[config.mk]
export PLATFORM = sky130hd
export DESIGN_NAME = wb_scoreboard
export DESIGN_NICKNAME = d
export VERILOG_FILES = /design/src/rtl/iitb_pkg.sv /design/src/rtl/pend_counter.sv /design/src/rtl/wb_scoreboard.sv
export SDC_FILE = /design/constraint.sdc
export NUM_CORES = 1
export LEC_CHECK = 0
export ABC_AREA = 1
export ABC_CLOCK_PERIOD_IN_PS = 1670
export CORE_ASPECT_RATIO = 1.2
export CORE_MARGIN = 2
export CORE_UTILIZATION = 45
export DETAILED_ROUTE_END_ITERATION = 8
export PLACE_DENSITY = 0.76
export SYNTH_ARGS = -nofsm -noshare
export SYNTH_HDL_FRONTEND = slang
export SYNTH_HIERARCHICAL = 1
export SYNTH_SLANG_ARGS = --single-unit
[constraint.sdc]
create_clock -name clk -period 1.67 [get_ports clk]
set_input_delay 0.334 -clock clk [delete_from_list [all_inputs] [get_ports clk]]
set_output_delay 0.334 -clock clk [all_outputs]
set_load 0.005 [all_outputs]
[src/rtl/iitb_pkg.sv]
// Shared definitions for the IITB pipeline: data/register geometry,
// PC register index, opcodes and the write-back FSM state type.
package iitb_pkg;

    localparam int NREG   = 8;
    localparam int DW     = 16;
    localparam int PEND_W = 2;

    localparam logic [2:0] REG_PC = 3'd7;

    localparam logic [3:0] OP_ADD = 4'h0;
    localparam logic [3:0] OP_ADI = 4'h1;
    localparam logic [3:0] OP_NDU = 4'h2;
    localparam logic [3:0] OP_LHI = 4'h3;
    localparam logic [3:0] OP_LW  = 4'h4;
    localparam logic [3:0] OP_SW  = 4'h5;
    localparam logic [3:0] OP_JAL = 4'h8;
    localparam logic [3:0] OP_JLR = 4'h9;
    localparam logic [3:0] OP_BEQ = 4'hC;

    typedef enum logic {
        RUN   = 1'b0,
        FLUSH = 1'b1
    } wb_state_t;

endpackage

[src/rtl/pend_counter.sv]
// Per-register pending-write counter: saturating up/down with clear.
// Simultaneous inc and dec leave the count unchanged.
// WB_BYPASS_EN adds the 'last' flag (exactly one write outstanding).
module pend_counter
    import iitb_pkg::*;
#(
    parameter int PEND_W = 2
) (
    input  logic clk,
    input  logic rst,
    input  logic inc,
    input  logic dec,
    input  logic clr,
    output logic full,
    output logic zero,
`ifdef WB_BYPASS_EN
    output logic last,
`endif
    output logic underflow
);

    localparam logic [PEND_W-1:0] ONE = PEND_W'(1);

    logic [PEND_W-1:0] cnt;

    assign full      = (cnt == '1);
    assign zero      = (cnt == '0);
    assign underflow = dec && zero;
`ifdef WB_BYPASS_EN
    assign last      = (cnt == ONE);
`endif

    // Count outstanding writes; saturate at both ends.
    always_ff @(posedge clk or posedge rst) begin
        if (rst)
            cnt <= '0;
        else if (clr)
            cnt <= '0;
        else if (inc && !dec && !full)
            cnt <= cnt + ONE;
        else if (dec && !inc && !zero)
            cnt <= cnt - ONE;
    end

endmodule

[src/rtl/wb_scoreboard.sv]
// Write-back stage: commits results to the register file, tracks pending
// writes per register for hazard queries, redirects the PC on R7 commits.
// WB_BYPASS_EN adds same-cycle forwarding of the committing result.
module wb_scoreboard #(
    parameter int NREG   = iitb_pkg::NREG,
    parameter int DW     = iitb_pkg::DW,
    parameter int PEND_W = iitb_pkg::PEND_W
) (
    input  logic          clk,
    input  logic          rst,
    input  logic          iss_valid,
    output logic          iss_ready,
    input  logic          iss_wen,
    input  logic [2:0]    iss_dest,
    input  logic          cm_valid,
    output logic          cm_ready,
    input  logic          cm_wen,
    input  logic [2:0]    cm_dest,
    input  logic [DW-1:0] cm_data,
    input  logic [2:0]    q_src1,
    input  logic [2:0]    q_src2,
    output logic          q_busy1,
    output logic          q_busy2,
    output logic          wr_en,
    output logic [2:0]    wr_addr,
    output logic [DW-1:0] wr_data,
    output logic          pc_wr,
    output logic [DW-1:0] pc_data,
    output logic          flush,
    output logic [15:0]   retired,
    output logic          sb_err
`ifdef WB_BYPASS_EN
    ,
    output logic          q_fwd1,
    output logic          q_fwd2,
    output logic [DW-1:0] q_fwd_data
`endif
);

    import iitb_pkg::*;

    wb_state_t state, state_nxt;

    logic            iss_acc, cm_acc, commit_wr, pc_hit;
    logic [NREG-1:0] full, zero, undf;
`ifdef WB_BYPASS_EN
    logic [NREG-1:0] last;
`endif

    assign cm_acc    = cm_valid && cm_ready;
    assign commit_wr = cm_acc && cm_wen;
    assign pc_hit    = commit_wr && (cm_dest == REG_PC);
    assign iss_acc   = iss_valid && iss_ready && iss_wen;

    // R0..R6 are tracked; the PC slot reads as permanently idle.
    for (genvar r = 0; r < NREG-1; r++) begin : g_pend
        pend_counter #(.PEND_W(PEND_W)) u_cnt (
            .clk       (clk),
            .rst       (rst),
            .inc       (iss_acc && (iss_dest == 3'(r))),
            .dec       (commit_wr && (cm_dest == 3'(r))),
            .clr       (state == FLUSH),
            .full      (full[r]),
            .zero      (zero[r]),
`ifdef WB_BYPASS_EN
            .last      (last[r]),
`endif
            .underflow (undf[r])
        );
    end

    assign full[NREG-1] = 1'b0;
    assign zero[NREG-1] = 1'b1;
    assign undf[NREG-1] = 1'b0;
`ifdef WB_BYPASS_EN
    assign last[NREG-1] = 1'b0;
`endif

    // FSM state register.
    always_ff @(posedge clk or posedge rst) begin
        if (rst) state <= RUN;
        else     state <= state_nxt;
    end

    // Next state and handshake readies.
    always_comb begin
        state_nxt = state;
        cm_ready  = 1'b0;
        iss_ready = 1'b0;
        case (state)
            RUN: begin
                cm_ready  = 1'b1;
                iss_ready = !(iss_wen && full[iss_dest]);
                if (cm_valid && cm_wen && (cm_dest == REG_PC))
                    state_nxt = FLUSH;
            end
            FLUSH:   state_nxt = RUN;
            default: state_nxt = RUN;
        endcase
    end

    // Hazard query; with bypass, a final outstanding write that commits
    // this cycle is forwarded instead of stalling the reader.
    always_comb begin
        q_busy1 = !zero[q_src1];
        q_busy2 = !zero[q_src2];
`ifdef WB_BYPASS_EN
        q_fwd1     = commit_wr && (cm_dest == q_src1) && (q_src1 != REG_PC);
        q_fwd2     = commit_wr && (cm_dest == q_src2) && (q_src2 != REG_PC);
        q_fwd_data = cm_data;
        if (q_fwd1 && last[q_src1]) q_busy1 = 1'b0;
        if (q_fwd2 && last[q_src2]) q_busy2 = 1'b0;
`endif
    end

    // Register-file write port, PC redirect, retire count, sticky error.
    always_ff @(posedge clk or posedge rst) begin
        if (rst) begin
            wr_en   <= 1'b0;
            wr_addr <= '0;
            wr_data <= '0;
            pc_wr   <= 1'b0;
            pc_data <= '0;
            flush   <= 1'b0;
            retired <= '0;
            sb_err  <= 1'b0;
        end else begin
            wr_en <= commit_wr;
            pc_wr <= pc_hit;
            flush <= pc_hit;
            if (commit_wr) begin
                wr_addr <= cm_dest;
                wr_data <= cm_data;
            end
            if (pc_hit)
                pc_data <= cm_data;
            if (cm_acc)
                retired <= retired + 16'd1;
            if (|undf)
                sb_err <= 1'b1;
        end
    end

endmodule
## Yosys cells after proc, flatten, opt, wreduce, memory -nomap -nowiden

Cells that the tools add are included.

- Flip-flop bits (word level): 69
- Bits of input ports: 34
- Output and inout port bits: 59
- Word-level logic and storage cells: 190

- Add/sub/neg operators: 15
- Order comparisons: 3
- Equality and inequality tests: 20
- Muxes and demuxes: 31
- Bitwise operators: 1
- Reductions and logical operators: 105

Operator list:

| kind | number |
|---|---|
| $logic_and A1 B1 Y1 | 57 |
| $mux W2 | 21 |
| $logic_not A1 Y1 | 31 |
| $eq A3 B3 Y1 const B | 7 |
| $reduce_bool A3 Y1 | 7 |
| $add A16 B1 Y16 const B | 1 |
| $add A2 B1 Y2 const B | 7 |
| $eq A2 B2 Y1 const B | 7 |
| $logic_not A2 Y1 | 7 |
| $sub A2 B1 Y2 const B | 7 |
| $eq A3 B2 Y1 const B | 4 |
| $lt A3 B4 Y1 const B | 3 |
| $bmux W1 S3 | 3 |
| $reduce_or A7 Y1 | 1 |
| $eq A3 B1 Y1 const B | 2 |
| $logic_not A3 Y1 | 2 |
| $mux W1 | 6 |
| $pmux W1 S2 | 1 |
| $not A1 Y1 | 1 |

## Logic depth before layout (Yosys ltp)

Gate-level depths: netlist of run 1.

- Word-level depth: 15
- Gate-level depth with buffers: 14
- Depth with buffers taken out: 14

## Modules after synthesis

The synthesis of run 1 kept the hierarchy.

By module, submodules not included:

| module | times used | cells an instance | area each (µm²) | seq. area each (µm²) |
|---|---|---|---|---|
| wb_scoreboard | 1 | 315 | 2696.3 | 1376.3 |
| pend_counter | 7 | 26 | 170.2 | 50.0 |

## Worst setup path before layout of run 1

No wires, ideal clock.

- Kind: reg2reg
- Start: register state
- End: register g_pend[3].u_cnt.cnt[1]
- Arrival: 1.685 ns
- Path slack: -0.089 ns
- Stages on the path, launching flop included: 12
- Clock period less this slack: 1.759 ns
- Path through: dfrtp_1 > nor2_4 > nand2_2 > buf_2 > or2_1 > nor2_1 > inv_1 > nor2_1 > nand2_2 > nand2_2 > nand2_2 > o21ai_2

- Word-level cells in the longest chain between the ends: 9

Ends and longest elaborated chain:

| item | line | source |
|---|---|---|
| start, declared | wb_scoreboard.sv:42 | `wb_state_t state, state_nxt;` |
| start signal, assigned | wb_scoreboard.sv:82 | `else state <= state_nxt;` |
| $mux W1 | wb_scoreboard.sv:90 | `case (state)` |
| $logic_and A1 B1 Y1 | wb_scoreboard.sv:50 | `assign cm_acc = cm_valid && cm_ready;` |
| $logic_and A1 B1 Y1 | wb_scoreboard.sv:51 | `assign commit_wr = cm_acc && cm_wen;` |
| $logic_and A1 B1 Y1 | wb_scoreboard.sv:61 | `.dec (commit_wr && (cm_dest == 3'(r))),` |
| $logic_not A1 Y1 | pend_counter.sv:39 | `else if (inc && !dec && !full)` |
| $logic_and A1 B1 Y1 (2 in a row) | pend_counter.sv:39 |  |
| $mux W2 | pend_counter.sv:39 |  |
| $mux W2 | pend_counter.sv:37 | `else if (clr)` |
| end signal, assigned | pend_counter.sv:40 | `cnt <= cnt + ONE;` |
| end signal, assigned | pend_counter.sv:42 | `cnt <= cnt - ONE;` |
| end, declared | pend_counter.sv:24 | `logic [PEND_W-1:0] cnt;` |

Parallel ways exist; a longest one is shown, timed or not.
A chain may end at the register's enable or synchronous reset.

## Final worst setup path of run 1

- Start: register g_pend[1].u_cnt.cnt[0]
- End: register g_pend[3].u_cnt.cnt[0]

- Word-level cells in the longest chain between the ends: 13

Ends and longest elaborated chain:

| item | line | source |
|---|---|---|
| start, declared | pend_counter.sv:24 |  |
| start signal, assigned | pend_counter.sv:40 |  |
| start signal, assigned | pend_counter.sv:42 |  |
| $eq A2 B2 Y1 * | pend_counter.sv:26 | `assign full = (cnt == '1);` |
| net full[1] | wb_scoreboard.sv:45 | `logic [NREG-1:0] full, zero, undf;` |
| $bmux W1 S3 * | wb_scoreboard.sv:93 | `iss_ready = !(iss_wen && full[iss_dest]);` |
| $mux W1 (not written as such) * | wb_scoreboard.sv:93 |  |
| $logic_and A1 B1 Y1 * | wb_scoreboard.sv:93 |  |
| $logic_not A1 Y1 * | wb_scoreboard.sv:93 |  |
| $mux W1 * | wb_scoreboard.sv:90 |  |
| $logic_and A1 B1 Y1 * (2 in a row) | wb_scoreboard.sv:53 | `assign iss_acc = iss_valid && iss_ready && iss_wen;` |
| $logic_and A1 B1 Y1 * | wb_scoreboard.sv:60 | `.inc (iss_acc && (iss_dest == 3'(r))),` |
| $logic_and A1 B1 Y1 / $logic_not A1 Y1 (equally long branches) | pend_counter.sv:39, pend_counter.sv:41 |  |
| $logic_and A1 B1 Y1 (on tied branches) | pend_counter.sv:39, pend_counter.sv:41 |  |
| $mux W2 / $logic_and A1 B1 Y1 (equally long branches) | pend_counter.sv:39, pend_counter.sv:41 |  |
| $mux W2 / $reduce_bool A3 Y1 (equally long branches) | -- |  |

The timed path passes the listed nets; every way through them passes the cells marked *. The select of a mux whose other input is x is not followed.

==> results of run 1 <==
per-stage QoR:
step | instances | utilization (%) | area [sq um] | hold WS (ns)
global route | 787 | 69.4 | 5880 | 0.283
detailed placement | 753 | 63.5 | 5380 | 0.477
CTS | 776 | 67.4 | 5710 | 0.268
global placement | 753 | 63.5 | 5380 | 0.467
finish | 787 | 69.4 | 5880 | 0.263
floorplan | 497 | - | 3900 | 0.0752
power breakdown:
part	internal [uW]	total, uW	switching (uW)
clock	707	1420	711
sequential	2050	2310	266
combinational	1460	2800	1340
repair_timing:
action | in CTS | in global routing
resized for setup | 44 | 36
buffers inserted | 7 | 11
gates cloned | 0 | 0
pin swaps | 15 | 20
setup endpoints to repair | 21 | 27
cells in the final DEF, fill, tap and decap left out, types with 2 or more instances in the layout:
cell              n
nor2_1           38
clkbuf_8          9
dlygate4sd2_1     5
dlymetal6s2s_1    2
nand2_1          91
dfrtp_1          66
nand3b_1          5
nand3_2          10
nand2_4           3
nand3_4           2
buf_12            5
clkinvlp_4        3
dfrtp_2           3
a31oi_1           2
o21ai_0          18
buf_6             2
a32oi_1           2
clkdlybuf4s50_1  82
xor2_1            4
a21oi_1           5
o21ai_2           8
inv_1            63
buf_4            67
nand4_1           9
a21oi_2          14
nor2_4           10
nand3_1          43
inv_6             3
nor2_2           15
inv_2            17
nand2_2          33
o21ai_1           8
buf_2             3
xnor2_1           8
state kept, by name, indices dropped and copies added, names as in the netlist:
signal            flops
g_pend.u_cnt/cnt     14
pc_data              16
flush                 1
sb_err                1
wr_addr               3
wr_en                 1
retired              16
state                 1
wr_data              16
worst max-delay path, delay by kind of cell (launching register included):
family | cells | cell delay [ns]
AO/OA/AOI/OAI | 1 | 0.12
AND/OR/NAND/NOR | 10 | 1.11
flip-flops | 1 | 0.40
buffers and inverters | 2 | 0.20
cell type report:
type | instances | area [sq um]
fillers | 719 | 2590
repair buffers | 166 | 1530
clock inverters | 7 | 80.1
clock buffers | 9 | 124
inverters | 83 | 319
multi-input cells | 336 | 1950
flip-flops and latches | 69 | 1730
well taps | 117 | 146
routing by layer:
layer  up-vias  track usage (%)
met5         -                0
met4         0             6.93
met3        14             7.52
met2       103             40.1
met1      1839             27.6
li1       1905                -
synth_stat cells, types with 2 or more instances:
library cell	number	share of area, %
a31oi_1	2	0.32
o21ai_2	7	1.6
o21ai_1	7	0.90
nand2_4	2	0.58
inv_1	73	7.0
nand2_1	96	9.3
xor2_1	4	0.90
nand3b_1	5	0.97
buf_2	3	0.39
nand3_1	47	6.1
xnor2_1	8	1.8
a21oi_1	6	0.77
a21oi_2	13	2.9
nand2_2	29	4.7
clkbuf_1	2	0.19
nor4_1	2	0.32
inv_2	9	0.87
nand3_2	8	2.1
dfrtp_1	69	44
nand4_1	9	1.4
nor2_2	3	0.48
o21ai_0	20	2.6
a32oi_1	2	0.45
nor2_1	59	5.7
buf_6	2	0.58
worst paths after layout:
check                                                   startpoint                                  to  slack [ns]
worst max-delay path            g_pend[1].u_cnt/cnt[0]$_DFFE_PP0P_  g_pend[3].u_cnt/cnt[0]$_DFFE_PP0P_       -0.24
worst min-delay path                                           rst                     wr_en$_DFF_PP0_        0.26
worst max register to register  g_pend[1].u_cnt/cnt[0]$_DFFE_PP0P_  g_pend[3].u_cnt/cnt[0]$_DFFE_PP0P_       -0.24
worst min register to register              wr_data[1]$_DFFE_PP0P_              wr_data[1]$_DFFE_PP0P_        0.49
max in group asynchronous                                      rst             retired[11]$_DFFE_PP0P_        1.00
min in group clk                                          cm_valid                     wr_en$_DFF_PP0_        0.47
cell families (layout without fill, tap and decap cells):
kind of cell,after synthesis,count (layout),synth area share (%)
DFF,69,69,44.4
xor gates and xnor gates,12,12,2.70
buffers and inverters,92,265,9.78
AOI/OAI and AO/OA,57,57,9.53
adders and majority gates,1,1,0.322
and+or+nand+nor,266,266,33.2
==> reports/results.ini, run 1 <==
[synthesis]
yosysSeqAreaShare_pct=44.4
synth-seq-cells=69
syn-instance-count=497
ys_types=35
synth_nets=532
synth_edf_count=0
synth_area_per_cell_sq_um=7.82
synthArstFlopShare_pct=100
syn_area_sq_mm=0.00389
yosysWarnings=6
synth_top_flop_cell=dfrtp_1

[sta]
fmax_ghz=0.523
hold_violations=0
worstMarginPinSlew_ns=0.283
rsz0062_at_grt=yes
setup_ws_ns=-0.241
skew_ns=0.00760
relSlewSlack_pct=81.1
slew_violations=0
setup_viol=17
finalCriticalPeriod_ns=1.91
setup_tns_ns=-2.76
finalCritPeriodShare_pct=114

[place]
dp_worst_setup_slack_ns=-0.715
finalWeightedCongestion=0.851
dp_hpwl_um=7740
portBuffers=92

[detailed_routing]
drcViolationCount=0
dr_wl_met3_um=736
num_vias=3861
wirelength_um=10400
first_iter_violations=153
top_layer=met4
wl_met2_um=5370
drtPass1Iterations=4
met1_length_um=4130
routedWlPerCell_um=13.2
ant_nets=0
via_per_inst=4.91

[clock_network]
cts_buffers=9
clock-root-buffer=clkbuf_8
cts.path.max_buffers=2
holdBufCountCts=0
cts_tree=yes
h-tree-depth=3
clkTransAtPathRegs_ns=0.08
clock_latency_ns=0.36
clock-sinks=69

[setup_path]
worstSetupStartpointType=flop
critical_path_arrival_ns=2.20
end_kind=flop
crit_slowest_cell=dfrtp_1
cp.required_ns=1.95
cpPeakStageDelay_ns=0.40
critPathMostFrequentCell=nand2_2
path_cells=nand2_2 > inv_1 > nand3_1 > nand2_1 > nand3b_1 > nand2_2 > nand3_4 > buf_6 > nor2_4 > nor2_2 > nand2_2 > nand3_1 > o21ai_1
r2r_cells=13
worstSetupPathType=reg2reg
worstPathMaxFanout=7

[die]
start_util_pct=45.9
io_pins=93
die-area_sq_mm=0.00940
core_area_sq_mm=0.00847
die_h_um=106
die_w_um=88.8
placementRows=37

[power_and_ir_drop]
p_per_area_mw_per_mm2=1110
vdd_drop_max_v=0.000727
cellLeakagePower_uw=0.00283
finalPower_uw=6540

[global_routing]
grtUsageTotal_pct=23.5
grt_overflow=0
grt_pass1_wl_um=17400
antenna_found_initial=0
grt_pass1_vias=3865
grt_max_degree=32

[finish]
synthToLayoutAreaGrowth_pct=51.2
n_antenna_cell=0
layout-drive-gt1-share_pct=32.1
nets=700

[outcome]
status=finished with violations
violations=setup timing

[job]
drv_cap=0

[hold_path]
hp-class=in2async

Note: power is estimated with default switching activity, not from simulation.
==> run 2: changes to the inputs <==
--- a/config.mk
+++ b/config.mk
@@ -11,7 +11,7 @@
 export CORE_MARGIN = 2
 export CORE_UTILIZATION = 45
 export DETAILED_ROUTE_END_ITERATION = 8
-export PLACE_DENSITY = 0.76
+export PLACE_DENSITY = 0.75
 export SYNTH_ARGS = -nofsm -noshare
 export SYNTH_HDL_FRONTEND = slang
 export SYNTH_HIERARCHICAL = 1
==> reports/results.ini, run 2 (same netlist as run 1, synthesis figures left out) <==
[die]
die_h_um=106
start_util_pct=45.9
die-area_sq_mm=0.00940
placementRows=37
io_pins=93
die_w_um=88.8
core_area_sq_mm=0.00847

[sta]
setup_viol=18
finalCriticalPeriod_ns=1.87
setup_ws_ns=-0.196
rsz0062_at_grt=yes
hold_violations=0
hold_slack_ns=0.349
worstMarginPinSlew_ns=0.301
finalCritPeriodShare_pct=112
skew_ns=0.00958
slew_violations=0
fmax_ghz=0.536
relSlewSlack_pct=80.0

[detailed_routing]
first_iter_violations=136
drcViolationCount=0
wirelength_um=10200
ant_nets=0
routedWlPerCell_um=12.8
drtPass1Iterations=5
via_per_inst=4.86
num_vias=3880

[outcome]
violations=setup timing
status=finished with violations

[setup_path]
critPathMostFrequentCell=buf_6
startpoint=g_pend[4].u_cnt/cnt[1]$_DFFE_PP0P_
end_kind=output port
worstSetupStartpointType=flop
worstPathMaxFanout=3
cp.required_ns=1.34
path_cells=buf_6 > nor2_2 > buf_6 > buf_6 > nand2_2 > a31oi_1 > a32oi_1 > buf_2
critical_path_arrival_ns=1.53
critPathBufInv=4
r2r-start=g_pend[4].u_cnt/cnt[1]$_DFFE_PP0P_
worstSetupPathType=reg2out
path_depth=8
crit_slowest_cell=dfrtp_1
r2r_cells=16
crit_family=buffers and inverters
cpPeakStageDelay_ns=0.40

[power_and_ir_drop]
finalPower_uw=6830
intPower_uw=4570
power.share.clock_pct=20.9
cellLeakagePower_uw=0.00294
p_per_area_mw_per_mm2=1120
vdd_drop_max_v=0.000593
swShare_pct=33.1
comb_power_share_pct=44.2
power.switching_uw=2260
seq_power_share_pct=35.0

[global_routing]
grt-busiest-layer=met2
globalRouteMet1Util_pct=25.6
grt_pass1_wl_um=16300
grtUsageTotal_pct=22.1
use_met3_pct=7.52
grt_pass1_vias=3788
antenna_found_initial=0
grt_max_degree=27
grt_overflow=0
met2_usage_pct=38.1

[finish]
nets=714
layout_common_cells=nand2_1 (92), clkdlybuf4s50_1 (82), buf_4 (70), inv_1 (66), dfrtp_1 (64)
layout-drive-gt1-share_pct=34.7
synthToLayoutAreaGrowth_pct=57.2
final_cells=798
n_antenna_cell=0
top_regs=pc_data (16), retired (16), wr_data (16)
final_common_cell=nand2_1

[clock_network]
h-tree-depth=3
cts_tree=yes
holdBufCountCts=0
clock-sinks=69
clock_latency_ns=0.34
cts.path.max_buffers=2
cts_buffers=9
clkTransAtPathRegs_ns=0.07
clock-root-buffer=clkbuf_8

[place]
finalWeightedCongestion=0.948
dp.cells=755
portBuffers=92
dp_hpwl_um=7370

[hold_path]
hp-class=in2async

[job]
drv_cap=0

[run 2: worst paths after layout]
path	to	slack, ns
setup / recovery	q_busy1	-0.20
hold / removal	pc_data[2]$_DFFE_PP0P_	0.35
setup reg to reg	g_pend[6].u_cnt/cnt[0]$_DFFE_PP0P_	-0.16
hold reg to reg	wr_addr[2]$_DFFE_PP0P_	0.48
max in group asynchronous	retired[1]$_DFFE_PP0P_	0.92
min in group clk	wr_addr[2]$_DFFE_PP0P_	0.48
[run 2: metal layers]
layer,vias up,wire length (um)
met4,0,89
met5,-,0
met3,12,616
met2,96,5270
met1,1845,4270
li1,1927,-
[run 2: what timing repair did]
item | 4_1_cts | 5_1_grt
pin swaps | 14 | 21
resized for setup | 52 | 63
buffers inserted | 10 | 19
endpoints found under the hold margin | 0 | 0
setup endpoints to repair | 22 | 47
cloned | 1 | 1
[run 2: final cells by class]
class / count / area (sq um)
fillers: 638 / 2360
multi-input cells: 336 / 2030
flip-flops and latches: 69 / 1730
repair buffers: 180 / 1680
inverters: 83 / 320
well taps: 117 / 146
clock buffers: 11 / 141
clock inverters: 2 / 60.1
[run 2: stage by stage]
stage | area (sq um) | utilization [%] | setup TNS, ns | setup WS [ns]
finish | 6110 | 72.1 | -2.10 | -0.196
global route | 6110 | 72.1 | -5.81 | -0.325
CTS | 5750 | 67.8 | -1.85 | -0.148
detailed placement | 5370 | 63.4 | -18.14 | -0.694
global placement | 5370 | 63.4 | -16.59 | -0.644
floorplan | 3900 | - | -0.0108 | -0.0108
[run 2: worst register-to-register path: stages, from the launching register on]
cell and delay (ns):
dfrtp_1 0.40, buf_6 0.13, nand2_4 0.05, inv_2 0.03, nand2_2 0.05, nand2_1 0.04, nor2_1 0.09, nor2_1 0.06
nand2_1 0.10, nand3_4 0.16, nor2_2 0.14, buf_6 0.13, nor2_4 0.03, nand2_2 0.09, nand2_2 0.07, nand3_1 0.07
o21ai_1 0.06
[run 2: power by group through the flow]
stage          clock [uW]  sequential, uW  combinational [uW]
4_1_cts              1470            2370                2650
2_1_floorplan           0            2380                1140
3_5_place_dp            0            2380                2420
5_1_grt              1550            2430                3290
6_report             1430            2390                3020
3_3_place_gp            0            2360                2360
==> run 3: changes to the inputs <==
--- a/config.mk
+++ b/config.mk
@@ -7,11 +7,13 @@
 export LEC_CHECK = 0
 export ABC_AREA = 1
 export ABC_CLOCK_PERIOD_IN_PS = 1670
+export CAP_MARGIN = 40
 export CORE_ASPECT_RATIO = 1.2
 export CORE_MARGIN = 2
 export CORE_UTILIZATION = 45
 export DETAILED_ROUTE_END_ITERATION = 8
 export PLACE_DENSITY = 0.75
+export SETUP_SLACK_MARGIN = 0.15
 export SYNTH_ARGS = -nofsm -noshare
 export SYNTH_HDL_FRONTEND = slang
 export SYNTH_HIERARCHICAL = 1
==> reports/results.ini, run 3 (same netlist as run 1, synthesis figures left out) <==
[outcome]
status=finished with violations
violations=setup timing

[die]
start_util_pct=45.9
die_w_um=88.8
core_area_sq_mm=0.00847
placementRows=37
die_h_um=106
die-area_sq_mm=0.00940
io_pins=93

[sta]
fmax_ghz=0.503
setup_ws_ns=-0.320
rsz0062_at_grt=yes
skew_ns=0.0125
finalCriticalPeriod_ns=1.99
finalCritPeriodShare_pct=119
setup_tns_ns=-3.65
hold_slack_ns=0.424
slew_violations=0
relSlewSlack_pct=77.7
setup_viol=17
worstMarginPinSlew_ns=0.331
hold_violations=0

[global_routing]
grt_pass1_vias=4130
antenna_found_initial=0
grt_pass1_wl_um=18800
grt_max_degree=43
grtUsageTotal_pct=25.5
grt_overflow=0

[place]
dp_worst_setup_slack_ns=-0.644
dp_hpwl_um=7480
placed_area_sq_mm=0.00535
finalWeightedCongestion=0.854
portBuffers=92

[finish]
layout-drive-gt1-share_pct=39.9
final_common_cell=nand2_1
num-fill-cells=544
multi_input_area_sq_mm=0.00219
nets=739
fin_area_sq_mm=0.00649
synthToLayoutAreaGrowth_pct=66.9
n_antenna_cell=0
top_regs=pc_data (16), retired (16), wr_data (16)
regArea_sq_mm=0.00173
layout_common_cells=nand2_1 (90), buf_4 (87), dfrtp_1 (66), inv_1 (62), dlygate4sd2_1 (60)

[clock_network]
clock-root-buffer=clkbuf_8
holdBufCountCts=0
clock_latency_ns=0.36
h-tree-depth=3
cts_tree=yes
cts_buffers=9
clkTransAtPathRegs_ns=0.07
clock-sinks=69
cts.path.max_buffers=2

[setup_path]
end_kind=flop
worstSetupPathType=reg2reg
r2r_cells=16
r2r-start=g_pend[6].u_cnt/cnt[1]$_DFFE_PP0P_
critical_path_arrival_ns=2.22
cp.required_ns=1.90
r2r_setup_slack_ns=-0.32
worstPathMaxFanout=5
worstSetupStartpointType=flop
worstReg2RegEnd=g_pend[5].u_cnt/cnt[0]$_DFFE_PP0P_

[detailed_routing]
via_per_inst=5.03
first_iter_violations=165
drcViolationCount=0
routedWlPerCell_um=15.0
ant_nets=0
drtPass1Iterations=4
num_vias=4153
wirelength_um=12400

[power_and_ir_drop]
p_per_area_mw_per_mm2=1060
cellLeakagePower_uw=0.00324
vdd_drop_max_v=0.000652

[hold_path]
hp-class=in2async

[job]
drv_cap=0

[run 3: cell types whose count changed in the layout (fill, tap and decap cells not counted), sizes merged]
cell           before  now
dlygate4sd2         5   60
clkbuf             13   10
clkinv              0    4
bufinv              2    1
inv                82   81
clkdlybuf4s50      82   28
dlymetal6s2s        1    0
clkinvlp            1    3
buf                90  117
[run 3: worst max path at each step]
stage,startpoint,cells after the start,to
after floorplan,state$_DFF_PP0_,11,g_pend[0].u_cnt/cnt[1]$_DFFE_PP0P_
after global placement,iss_dest[0],7,iss_ready
after detailed placement,iss_dest[0],15,g_pend[4].u_cnt/cnt[0]$_DFFE_PP0P_
after CTS,g_pend[6].u_cnt/cnt[1]$_DFFE_PP0P_,16,g_pend[0].u_cnt/cnt[0]$_DFFE_PP0P_
after global routing,g_pend[3].u_cnt/cnt[1]$_DFFE_PP0P_,16,g_pend[5].u_cnt/cnt[0]$_DFFE_PP0P_
final,g_pend[6].u_cnt/cnt[1]$_DFFE_PP0P_,16,g_pend[5].u_cnt/cnt[0]$_DFFE_PP0P_
[run 3: layout make-up]
| class | count | area share, % |
|---|---|---|
| clock buffer | 10 | 1.97 |
| clock inverter | 6 | 0.983 |
| inverter | 83 | 5.17 |
| multi-input combinational | 336 | 33.7 |
| sequential | 69 | 26.7 |
| tap | 117 | 2.26 |
| timing repair buffer | 205 | 29.3 |
[run 3: report_power, final]
| part | internal [uW] | switching, uW |
|---|---|---|
| clock network | 687 | 660 |
| registers | 2050 | 302 |
| logic | 1620 | 1520 |
| total | 4360 | 2490 |
[run 3: worst max-delay path, stage by stage (launching register included)]
cell	delay (ns)
dfrtp_1	0.39
buf_6	0.13
nand2_4	0.05
inv_2	0.05
nand3_2	0.06
nand2_1	0.08
nor2_2	0.13
nor2_2	0.07
nand2_2	0.07
nand3_4	0.13
buf_12	0.17
nor2_4	0.17
nor2_2	0.06
nand2_2	0.10
nand2_4	0.06
nand3_1	0.07
o21ai_1	0.07
[run 3: metrics by stage]
| step | power [uW] | cells | utilization [%] |
|---|---|---|---|
| floorplan | 3530 | 497 | - |
| global placement | 4720 | 749 | 63.1 |
| detailed placement | 4800 | 749 | 63.1 |
| CTS | 6550 | 814 | 72.7 |
| global route | 7260 | 826 | 76.6 |
| finish | 6850 | 826 | 76.6 |
[run 3: what timing repair did]
action / in CTS / in global routing
pin swaps: 42 / 50
gates cloned: 4 / 0
resized for setup: 150 / 58
endpoints found under the setup margin: 90 / 44
setup buffers: 45 / 12
[run 3: per-layer routing]
| layer | GRT usage, % | wire (um) | vias up |
|---|---|---|---|
| li1 | - | - | 1982 |
| met1 | 30.5 | 4750 | 2016 |
| met2 | 43.3 | 6570 | 128 |
| met3 | 5.72 | 738 | 27 |
| met4 | 10.8 | 323 | 0 |
| met5 | 0 | 0 | - |
